$ cat src/rtl/la5_pkg.sv
// Shared definitions for the LA5 sequencer: FSM states, matrix geometry and
// the row/column to input-register index map.
package la5_pkg;

  localparam int unsigned LA5_N_IN      = 25;
  localparam int unsigned LA5_RES_WORDS = 26;
  localparam int unsigned LA5_ADDR_W    = 5;

  typedef enum logic [2:0] {
    S_IDLE,
    S_LOAD,
    S_START,
    S_WAIT,
    S_RADDR,
    S_RCAP,
    S_ROUT
  } state_t;

  // Element (r,c), both 1-based, lives at input register 5*(r-1)+(c-1).
  function automatic logic [LA5_ADDR_W-1:0] ld_index(input int unsigned r,
                                                     input int unsigned c);
    return LA5_ADDR_W'(5 * (r - 1) + (c - 1));
  endfunction

endpackage

$ cat src/rtl/la5_rd_stage.sv
// LA5 result read stage: holds the read address, waits out the read latency,
// then presents the captured word on a valid/ready output register.
module la5_rd_stage
  import la5_pkg::*;
#(
  parameter int unsigned DATA_W = 32,
  parameter int unsigned RD_LAT = 1,
  parameter int unsigned ADDR_W = LA5_ADDR_W
) (
  input  logic              clk,
  input  logic              reset,
  input  logic              issue,
  input  logic [ADDR_W-1:0] issue_addr,
  input  logic              issue_last,
  input  logic [DATA_W-1:0] data_out,
  input  logic              out_ready,
  output logic [ADDR_W-1:0] address,
  output logic              cap,
  output logic              out_valid,
  output logic [DATA_W-1:0] out_data,
  output logic              out_last
);

  localparam int unsigned LAT_W = $clog2(RD_LAT + 1);

  logic [LAT_W-1:0] lat;
  logic             armed;
  logic             last_q;

  // Capture fires RD_LAT cycles after the address register took its new value.
  assign cap = armed && (lat == '0);

  always_ff @(posedge clk or posedge reset) begin
    if (reset) begin
      address   <= '0;
      lat       <= '0;
      armed     <= 1'b0;
      last_q    <= 1'b0;
      out_valid <= 1'b0;
      out_data  <= '0;
      out_last  <= 1'b0;
    end else begin
      if (issue) begin
        address <= issue_addr;
        last_q  <= issue_last;
        lat     <= LAT_W'(RD_LAT);
        armed   <= 1'b1;
      end else if (armed) begin
        if (cap) armed <= 1'b0;
        else     lat   <= lat - LAT_W'(1);
      end

      if (cap) begin
        out_valid <= 1'b1;
        out_data  <= data_out;
        out_last  <= last_q;
      end else if (out_valid && out_ready) begin
        out_valid <= 1'b0;
        out_last  <= 1'b0;
      end
    end
  end

endmodule

$ cat src/rtl/la5_seq_ctrl.sv
// LA5 sequencer: streams 25 words into LA5, starts it, waits for done (with
// timeout) and streams the 26 result words back out.
module la5_seq_ctrl
  import la5_pkg::*;
#(
  parameter int unsigned DATA_W    = 32,
  parameter int unsigned N_IN      = LA5_N_IN,
  parameter int unsigned RES_WORDS = LA5_RES_WORDS,
  parameter int unsigned RD_LAT    = 1,
  parameter int unsigned TMO_CYC   = 1023
) (
  input  logic              clk,
  input  logic              reset,
  input  logic              in_valid,
  input  logic [DATA_W-1:0] in_data,
  output logic              in_ready,
  output logic              ld_we,
  output logic [4:0]        ld_idx,
  output logic [DATA_W-1:0] ld_data,
  output logic              la_start,
  input  logic              la_done,
  output logic [4:0]        address,
  input  logic [DATA_W-1:0] data_out,
  output logic              out_valid,
  output logic [DATA_W-1:0] out_data,
  output logic              out_last,
  input  logic              out_ready,
  output logic              busy,
  output logic              tmo_err
);

  localparam int unsigned TMR_W = $clog2(TMO_CYC + 1);

  state_t                state, state_n;
  logic [LA5_ADDR_W-1:0] cnt, rd, issue_addr;
  logic [TMR_W-1:0]      tmr;
  logic                  acc, xfer, issue, issue_last, cap, tmo_hit;

  assign acc        = in_valid & in_ready;
  assign xfer       = out_valid & out_ready;
  assign busy       = (state != S_IDLE);
  assign issue_last = (issue_addr == LA5_ADDR_W'(RES_WORDS - 1));

  always_comb begin
    state_n    = state;
    issue      = 1'b0;
    issue_addr = rd;
    tmo_hit    = 1'b0;
    unique case (state)
      S_IDLE:  if (acc) state_n = S_LOAD;
      S_LOAD:  if (acc && cnt == LA5_ADDR_W'(N_IN - 1)) state_n = S_START;
      S_START: state_n = S_WAIT;
      S_WAIT: begin
        if (la_done) begin
          state_n    = S_RADDR;
          issue      = 1'b1;
          issue_addr = '0;
        end else if (tmr == TMR_W'(TMO_CYC - 1)) begin
          state_n = S_IDLE;
          tmo_hit = 1'b1;
        end
      end
      S_RADDR: state_n = S_RCAP;
      S_RCAP:  if (cap) state_n = S_ROUT;
      S_ROUT: begin
        if (xfer) begin
          if (out_last) begin
            state_n = S_IDLE;
          end else begin
            state_n    = S_RADDR;
            issue      = 1'b1;
            issue_addr = rd + LA5_ADDR_W'(1);
          end
        end
      end
      default: state_n = S_IDLE;
    endcase
  end

  // in_ready is registered from the next state, so it drops the cycle after
  // the last word is taken and is low for the first cycle out of reset.
  always_ff @(posedge clk or posedge reset) begin
    if (reset) begin
      state    <= S_IDLE;
      in_ready <= 1'b0;
      ld_we    <= 1'b0;
      ld_idx   <= '0;
      ld_data  <= '0;
      la_start <= 1'b0;
      tmo_err  <= 1'b0;
      cnt      <= '0;
      rd       <= '0;
      tmr      <= '0;
    end else begin
      state    <= state_n;
      in_ready <= (state_n == S_IDLE) || (state_n == S_LOAD);
      ld_we    <= acc;
      la_start <= (state == S_START);
      if (acc) begin
        ld_idx  <= cnt;
        ld_data <= in_data;
        cnt     <= (cnt == LA5_ADDR_W'(N_IN - 1)) ? '0 : cnt + LA5_ADDR_W'(1);
      end
      if (tmo_hit)                       tmo_err <= 1'b1;
      else if (acc && state == S_IDLE)   tmo_err <= 1'b0;
      if (state == S_START)              tmr <= '0;
      else if (state == S_WAIT)          tmr <= tmr + TMR_W'(1);
      if (issue)                         rd <= issue_addr;
    end
  end

  la5_rd_stage #(
    .DATA_W (DATA_W),
    .RD_LAT (RD_LAT),
    .ADDR_W (LA5_ADDR_W)
  ) u_rd_stage (
    .clk        (clk),
    .reset      (reset),
    .issue      (issue),
    .issue_addr (issue_addr),
    .issue_last (issue_last),
    .data_out   (data_out),
    .out_ready  (out_ready),
    .address    (address),
    .cap        (cap),
    .out_valid  (out_valid),
    .out_data   (out_data),
    .out_last   (out_last)
  );

endmodule

$ cat config.mk
export PLATFORM = sky130hd
export DESIGN_NAME = la5_seq_ctrl
export DESIGN_NICKNAME = d
export VERILOG_FILES = /design/src/rtl/la5_pkg.sv /design/src/rtl/la5_rd_stage.sv /design/src/rtl/la5_seq_ctrl.sv
export SDC_FILE = /design/constraint.sdc
export NUM_CORES = 1
export LEC_CHECK = 0
export BUFFER_PORTS_ARGS = -buffer_cell sky130_fd_sc_hd__buf_4
export CAP_MARGIN = 5
export CORE_ASPECT_RATIO = 0.75
export CORE_MARGIN = 2
export CORE_UTILIZATION = 49
export CTS_CLUSTER_SIZE = 10
export DETAILED_ROUTE_END_ITERATION = 16
export MAX_ROUTING_LAYER = met4
export PLACE_DENSITY_LB_ADDON = 0.2
export SLEW_MARGIN = 20
export SYNTH_ARGS = -nofsm -noshare
export SYNTH_HDL_FRONTEND = slang
export SYNTH_SLANG_ARGS = --single-unit
$ cat constraint.sdc
create_clock -name clk -period 3.88 [get_ports clk]
set_clock_uncertainty 0.2 [all_clocks]
set_input_delay 0.582 -clock clk [delete_from_list [all_inputs] [get_ports clk]]
set_output_delay 0.582 -clock clk [all_outputs]
set_load 0.005 [all_outputs]
[After elaboration in Yosys (flattened, before gate mapping)]
Cells that the tools add are included.
Word-level totals
  flip-flop bits (word level): 101
  input port bits: 69
  output and inout port bits: 81
  word-level logic and storage cells: 80
Operators by class
  add/subtract/negate cells: 4
  equal/unequal tests: 11
  multiplexer cells: 33
  bitwise operators: 3
  reduce and logical (&&, ||, !) cells: 13
Operators with widths (number)
  $mux 3: 7
  $pmux 3 s7: 1
  $mux 10: 2
  $mux 5: 4
  $mux 1: 17
  $add 10x1->10 const B: 1
  $add 5x1->5 const B: 2
  $eq 10x10->1 const B: 1
  $eq 5x5->1 const B: 2
  $pmux 5 s2: 1
  $eq 3x3->1 const B: 3
  $reduce_bool 2->1: 4
  $eq 3x1->1 const B: 2
  $eq 3x2->1 const B: 2
  $logic_not 3->1: 2
  $logic_and 1x1->1: 4
  $reduce_bool 3->1: 1
  $and 1x1->1: 2
  $ne 2x2->1 const B: 1
  $pmux 1 s2: 1
  $reduce_and 2->1: 1
  $logic_or 1x1->1: 1
  $not 1->1: 1
  $sub 1x1->1 const B: 1

[Logic depth before layout (Yosys ltp)]
Gate-level depths: netlist (run 1).
  depth after elaboration: 6
  mapped depth: 6
  depth with buffers taken out: 6

[Hierarchy]
From an unflattened synthesis (run 1), not the netlist that was laid out.
Second synthesis, totals
  cell total of the unflattened synthesis: 401
  area total of the unflattened synthesis: 4581.9 µm²
By module, submodules not included
  la5_seq_ctrl: instances 1, cells an instance 307, area an instance 2856.5 µm²
  la5_rd_stage: instances 1, cells an instance 94, area an instance 1725.4 µm²

[Worst setup path after synthesis (run 1)]
OpenSTA, ideal clock, no wires.
  kind: in2reg
  from: input port in_valid
  to: register ld_data[10]
  library setup time: 0.125 ns
  arrival: 1.576 ns
  required time: 3.555 ns
  setup slack: 1.979 ns
  stages on the path: 5
  buffers on the path: 2
  cell sequence: nand2_1 > inv_1 > buf_2 > buf_2 > mux2_2
Between the ends
  cells in the longest elaborated chain, start to end: 1
RTL lines
  from (decl): line la5_seq_ctrl.sv:14  | input logic in_valid,
  $and 1x1->1: line la5_seq_ctrl.sv:39  | assign acc = in_valid & in_ready;
  to (signal assigned): line la5_seq_ctrl.sv:101  | ld_data <= in_data;
  to (decl): line la5_seq_ctrl.sv:19  | output logic [DATA_W-1:0] ld_data,
Every way passes these cells.
A chain may end at the register's enable or synchronous reset.

[Worst setup path in the final report (run 1)]
  from: register in_ready
  to: register ld_data[6]
Between the ends
  cells in the longest elaborated chain, start to end: 1
RTL lines
  from (decl): line la5_seq_ctrl.sv:16  | output logic in_ready,
  from (signal assigned): line la5_seq_ctrl.sv:96  | in_ready <= (state_n == S_IDLE) || (state_n == S_LOAD);
  $and 1x1->1: line la5_seq_ctrl.sv:39
Every way passes these cells.

==> results.md, run 1 <==
## Yosys
* synthesized cell area: 4180 µm²
* post-synthesis net count: 394
* most instantiated library cell after synthesis: dfrtp_1
* FFs w/ async S/R, synth: 1.00
* cell types with the highest counts after synthesis: dfrtp_1, mux2_2, nand2_1
* Avg Cell Area, Syn: 13.1 µm²
* area share of the largest cell type after synthesis: 0.605
* Synthesis Warnings: 0
* Synth Flop Type: dfrtp_1
* sequential cell area fraction in the yosys report: 0.605
* count of different cell masters after synthesis: 39
* number of instances in the synthesized netlist: 320
* number of synthesized register bits: 101
* biggest area consumer among synthesized cells: dfrtp_1
* cell types with the largest area share after synthesis: dfrtp_1, mux2_2, nand2_1
* EDFF count, synth: 0

## Flow run
* Maximum Capacitance Violations: 0

## Critical path
* count of cells along the worst register-to-register path: 4
* type of the worst setup path: flop to flop
* sum of buffers and inverters on the critical path: 2
* capturing instance or port of the critical path: ld_data[6]$_DFFE_PP0P_
* sequence of cells on the critical path: nand2_1, inv_1, buf_4, mux2_2
* worst path required time: 3.90 ns
* crit-path max cell delay: 0.49 ns
* endpoint of the worst register-to-register path: ld_data[6]$_DFFE_PP0P_
* worst reg-to-reg setup slack: 1.72 ns
* largest fanout on the critical path: 25
* element type at the critical path start: flop
* startpoint of the most critical setup path: in_ready$_DFF_PP0_
* startpoint of the most critical register-to-register path: in_ready$_DFF_PP0_
* kind of cell adding the most delay to the critical path: buffers and inverters
* critical path endpoint category: flop
* Worst path slowest cell: inv_1
* number of cells on the critical path: 4
* critical path arrival: 2.19 ns

## CTS
* hold bufs inserted after CTS: 0
* count of buffers added by post-CTS timing repair for setup: 0
* number of CTS-inserted buffers: 9
* number of H-tree levels: 3
* clock root buffer master: clkbuf_16
* Resized cells post-CTS: 0
* TritonCTS clock tree: built
* number of sinks handled by clock tree synthesis: 101
* CTS clock-pin slew for the worst setup and hold paths: 0.07 ns
* Clock Latency Late Sink: 0.34 ns
* Max clock buf depth: 2

## STA
* Pins Over Slew Limit: 0
* number of setup violations in the final report: 0
* final hold violation count: 0
* setup repair after global routing missed its margin: false
* final period utilization: 0.557
* summed negative setup slack over all endpoints: 0 ns
* final hold slack: 0.138 ns
* Slew headroom: 0.360
* peak clock frequency supported by timing: 463 MHz
* shortest period the worst path allows: 2.16 ns
* transition at the pin with the smallest max-transition slack: 0.958 ns

## Finish
* diode insertion count for antenna repair: 0
* fraction of layout instances using a drive strength above 1: 0.502
* number of nets in the layout: 545
* Fill cells: 618
* Layout Area Growth over Synthesis: 36.1%

## Route
* vias: 3,001
* post-detailed-routing wire length: 9180 µm
* count of unresolved DRC violations after routing: 0
* detailed-route wire length per cell: 15.8 µm
* number of nets with antenna violations after detailed routing: 0
* starting DRC count in detailed routing: 138
* post-DR vias/cell: 5.16
* iteration count of the initial detailed-routing pass: 4

## Floorplanning
* effective utilization at floorplan: 0.498
* overall die area: 9290 µm²
* die width: 111 µm
* std cell rows: 29
* ports placed on the boundary: 150
* die outline height: 84.0 µm
* area of the core: 8380 µm²

## Power and ir drop
* switching power total: 0.00105 W
* Max VDD drop: 0.372 mV
* switching portion of total power: 0.284
* Leak: 2.70 nW
* Comb pwr share: 0.319
* part of the total power dissipated in the clock network: 0.232
* power per cell area: 652 nW/µm²
* share of power burned in registers: 0.449
* design internal power: 0.00265 W

## Placed design
* dpl hpwl: 6620 µm
* port bufs: 149
* routability congestion estimate: 0.880

## Global route
* global-route usage over all layers: 0.214
* total global routing overflow: 0
* global-route wire length before repair: 15,300 µm
* number of antenna violations at the first check in global routing: 0
* via count of the first global-routing pass: 3,143
* largest net degree at the start of global routing: 53

## Hold path
* worst min path class: primary input to asynchronous set/reset pin

## Status
* run status: finished clean

[flip-flops by register name (all words and copies together) (netlist names)]
register              count
in_ready                  1
cnt                       5
la_start                  1
state                     3
ld_idx                    5
u_rd_stage.out_valid      1
ld_we                     1
tmo_err                   1
u_rd_stage.last_q         1
u_rd_stage.out_data      32
u_rd_stage.out_last       1
u_rd_stage.armed          1
tmr                      10
rd                        5
ld_data                  32
u_rd_stage.lat            1
[through the flow]
stage          area (µm²)  total power (W)  std cells  utilization  setup slack, ns
5_1_grt              5680          0.00395        582        0.678             1.50
2_1_floorplan        4180          0.00219        320            -            0.451
4_1_cts              5680          0.00376        582        0.678             1.69
3_5_place_dp         5400          0.00287        568        0.645             1.40
3_3_place_gp         5400          0.00283        568        0.645             1.46
6_report             5680          0.00371        582        0.678             1.72
[logic make-up (layout without fill, tap and decap cells)]
family | after synthesis | after routing | share of synthesized area
XOR/XNOR | 6 | 6 | 0.0126
flip-flops | 101 | 101 | 0.605
AND/OR/NAND/NOR | 75 | 75 | 0.0947
multiplexers | 70 | 70 | 0.188
AO/OA/AOI/OAI | 40 | 40 | 0.0608
adder cells (fa/ha/maj) | 5 | 5 | 0.0150
buffers and inverters | 23 | 177 | 0.0240
[metal layers]
| layer | global-route usage | vias up | wire length [µm] |
|---|---|---|---|
| met1 | 0.268 | 1463 | 3970 |
| li1 | - | 1428 | - |
| met5 | - | - | 0 |
| met4 | 0.0784 | 0 | 191 |
| met2 | 0.330 | 93 | 4450 |
| met3 | 0.0683 | 17 | 568 |
[placed cells by master (no fill, tap or decap), drive strengths merged, types with 2 or more instances in the layout]
master,instances
nand3b,3
nand3,7
a22o,3
nor2,12
and3,3
a21oi,5
nand4,2
mux2i,3
and4b,3
or3,2
nand4b,2
a21o,4
nor2b,2
a31oi,2
nor3,6
clkbuf,10
o31ai,6
o21ai,16
xor2,2
buf,152
mux2,67
nand2b,3
inv,11
nor4,2
and2,2
nand2,24
ha,5
clkinv,2
xnor2,4
dfrtp,101
[power by group through the flow]
stage	clock (W)	combinational, W	sequential [W]
floorplan	0	0.000554	0.00164
global placement	0	0.00117	0.00166
detailed placement	0	0.00120	0.00167
CTS	0.000884	0.00121	0.00167
global route	0.000934	0.00129	0.00172
finish	0.000861	0.00118	0.00166
[worst reg2reg max path, stage by stage (launching register included)]
cell and delay [ns]:
dfrtp_1 0.36, nand2_1 0.20, inv_1 0.49, buf_4 0.41, mux2_2 0.39
[layout make-up]
type / count / area (µm²) / share of cell area
timing repair buffer: 152 / 1140 / 0.201
inverter: 11 / 43.8 / 0.00770
clock buffer: 10 / 229 / 0.0403
tap: 108 / 135 / 0.0238
clock inverter: 4 / 51.3 / 0.00902
multi-input combinational: 196 / 1560 / 0.274
sequential: 101 / 2530 / 0.445
[worst min path at each step]
stage | startpoint | endpoint | slack [ns] | depth (start not counted)
6_report | reset | ld_data[13]$_DFFE_PP0P_ | 0.14 | 2
5_1_grt | reset | ld_data[13]$_DFFE_PP0P_ | 0.18 | 2
4_1_cts | reset | ld_data[13]$_DFFE_PP0P_ | 0.15 | 2
3_5_place_dp | u_rd_stage.last_q$_DFFE_PP0P_ | u_rd_stage.out_last$_DFFE_PP0P_ | 0.27 | 2
3_3_place_gp | u_rd_stage.last_q$_DFFE_PP0P_ | u_rd_stage.out_last$_DFFE_PP0P_ | 0.27 | 2
2_1_floorplan | u_rd_stage.last_q$_DFFE_PP0P_ | u_rd_stage.out_last$_DFFE_PP0P_ | 0.25 | 2
(Power assumes the default switching activity.)
==> run 2: changes to the inputs <==
- clock period: 3.88 -> 2 ns (I/O delays scaled with it)
==> run 2 against run 1 <==
Net effect: routed wire length rose by 19%; non-clock buffer count is 71 higher; worst hold slack worse by 0.13 ns; critical path type is now flop to output pin.
==> results.md, run 2 (same netlist as run 1, synthesis figures left out) <==
## Status
* run status: finished clean

## Route
* iteration count of the initial detailed-routing pass: 5, +1
* detailed-route wire length per cell: 16.7 µm, +5.6%
* post-detailed-routing wire length: 10,900 µm, +19%
* post-DR vias/cell: 5.11, -0.96%
* count of unresolved DRC violations after routing: 0, unchanged
* vias: 3,340, +11%
* number of nets with antenna violations after detailed routing: 0, unchanged
* starting DRC count in detailed routing: 144, +4.3%

## STA
* final setup slack of the worst path: 0.0996 ns, -1.62 ns
* peak clock frequency supported by timing: 526 MHz
* setup repair after global routing missed its margin: false
* final period utilization: 0.950
* shortest period the worst path allows: 1.90 ns
* transition at the pin with the smallest max-transition slack: 0.426 ns, -0.532 ns
* number of setup violations in the final report: 0, unchanged
* final hold violation count: 0, unchanged
* Pins Over Slew Limit: 0, unchanged
* summed negative setup slack over all endpoints: 0 ns, unchanged
* Slew headroom: 0.716, +0.356

## Finish
* Layout Area Growth over Synthesis: 55.2%
* number of nets in the layout: 616, +13%
* fraction of layout instances using a drive strength above 1: 0.452, -0.0497
* post-route core utilization: 0.774, +0.0954
* diode insertion count for antenna repair: 0, unchanged
* leading cell type in the layout, fill and taps excluded: buf_4
* commonest non-fill, non-tap cells in the layout: buf_4, dfrtp_1, mux2_2
* biggest registers after layout: ld_data (32), u_rd_stage.out_data (32), tmr (10)

## Placed design
* dpl hpwl: 7000 µm, +5.7%
* port bufs: 149, unchanged
* routability congestion estimate: 0.848, -3.6%
* worst setup slack after placement: 0.238 ns, -1.16 ns

## Critical path
* critical path arrival: 1.40 ns, -0.79 ns
* capturing instance or port of the critical path: busy
* critical path endpoint category: output pin
* worst reg-to-reg setup slack: 0.22 ns, -1.50 ns
* element type at the critical path start: flop
* type of the worst setup path: flop to output pin
* endpoint of the worst register-to-register path: state[1]$_DFF_PP0_
* count of cells along the worst register-to-register path: 6, +2
* largest fanout on the critical path: 7, -72%
* worst path required time: 1.50 ns, -2.40 ns
* startpoint of the most critical setup path: state[0]$_DFF_PP0_
* startpoint of the most critical register-to-register path: tmr[0]$_DFFE_PP0P_

## Global route
* via count of the first global-routing pass: 3,478, +11%
* global-route usage over all layers: 0.251, +0.0366
* largest net degree at the start of global routing: 34, -36%
* total global routing overflow: 0, unchanged
* number of antenna violations at the first check in global routing: 0, unchanged
* global-route wire length before repair: 17,600 µm, +15%

## CTS
* Resized cells post-CTS: 0, unchanged
* count of buffers added by post-CTS timing repair for setup: 0, unchanged
* number of sinks handled by clock tree synthesis: 101, unchanged
* number of H-tree levels: 3, unchanged
* number of CTS-inserted buffers: 9, unchanged
* hold bufs inserted after CTS: 63, +63
* Max clock buf depth: 2, unchanged
* Clock Latency Late Sink: 0.34 ns, about the same
* clock root buffer master: clkbuf_16
* TritonCTS clock tree: built
* CTS clock-pin slew for the worst setup and hold paths: 0.07 ns, about the same

## Flow run
* Maximum Capacitance Violations: 0, unchanged

## Floorplanning
* ports placed on the boundary: 150, unchanged
* effective utilization at floorplan: 0.498, unchanged
* area of the core: 8380 µm², unchanged
* die width: 111 µm, unchanged
* die outline height: 84.0 µm, unchanged
* overall die area: 9290 µm², unchanged
* std cell rows: 29, unchanged

## Hold path
* worst min path class: primary input to flop

## Power and ir drop
* Max VDD drop: 0.829 mV, +120%
* Leak: 3.04 nW, +12%
* power per cell area: 1190 nW/µm², +82%

==> run 2: changes by cell type in the layout (fill, tap and decap cells not counted), sizes merged <==
cell	delta
buf	+7
dlygate4sd3	+64
clkinvlp	+2
bufinv	+1
clkinv	-2
==> run 2: worst max-delay path, stage by stage (launching register included) <==
cell and delay [ns]:
dfrtp_1 0.43, buf_4 0.18, or3_1 0.31, buf_4 0.14
==> run 2: worst min-delay path by stage <==
| stage | to | depth (start not counted) | slack [ns] | start |
|---|---|---|---|---|
| floorplan | tmo_err$_DFFE_PP0P_ | 1 | 0.20 | la_done |
| global placement | ld_data[14]$_DFFE_PP0P_ | 2 | 0.13 | reset |
| detailed placement | ld_data[14]$_DFFE_PP0P_ | 2 | 0.13 | reset |
| CTS | u_rd_stage.out_data[23]$_DFFE_PP0P_ | 2 | 0.0007 | data_out[23] |
| global route | u_rd_stage.out_data[22]$_DFFE_PP0P_ | 2 | 0.007 | data_out[22] |
| finish | u_rd_stage.out_data[22]$_DFFE_PP0P_ | 2 | 0.008 | data_out[22] |
==> run 2: layout make-up <==
class,instances,area [µm²]
Clock inverter,5,83.8
Multi-Input combinational cell,196,1560
Fill cell,533,1900
Sequential cell,101,2530
Tap cell,108,135
Clock buffer,10,239
Inverter,11,45.0
Timing Repair Buffer,223,1900
==> run 2: per-layer routing <==
metal,routed length (µm),share of wire,vias up,track usage
met5,0,0,-,-
met4,155,0.014,0,0.0670
met3,669,0.061,15,0.0777
met2,5480,0.50,103,0.399
met1,4590,0.42,1651,0.315
li1,-,-,1571,-
==> run 2: power by group <==
| part | switching [W] | internal (W) | total, W |
|---|---|---|---|
| sequential | 0.000510 | 0.00274 | 0.00325 |
| clock | 0.000754 | 0.00113 | 0.00188 |
| combinational | 0.000948 | 0.00160 | 0.00255 |
==> run 2: per-stage QoR <==
stage | total power (W) | hold WS [ns] | instance area (µm²) | instances
after floorplan | 0.00426 | 0.196 | 4180 | 320
after global placement | 0.00557 | 0.128 | 5520 | 575
after detailed placement | 0.00567 | 0.132 | 5520 | 575
after CTS | 0.00767 | 0.000652 | 6470 | 653
after global routing | 0.00811 | 0.00664 | 6480 | 654
final | 0.00768 | 0.00759 | 6480 | 654
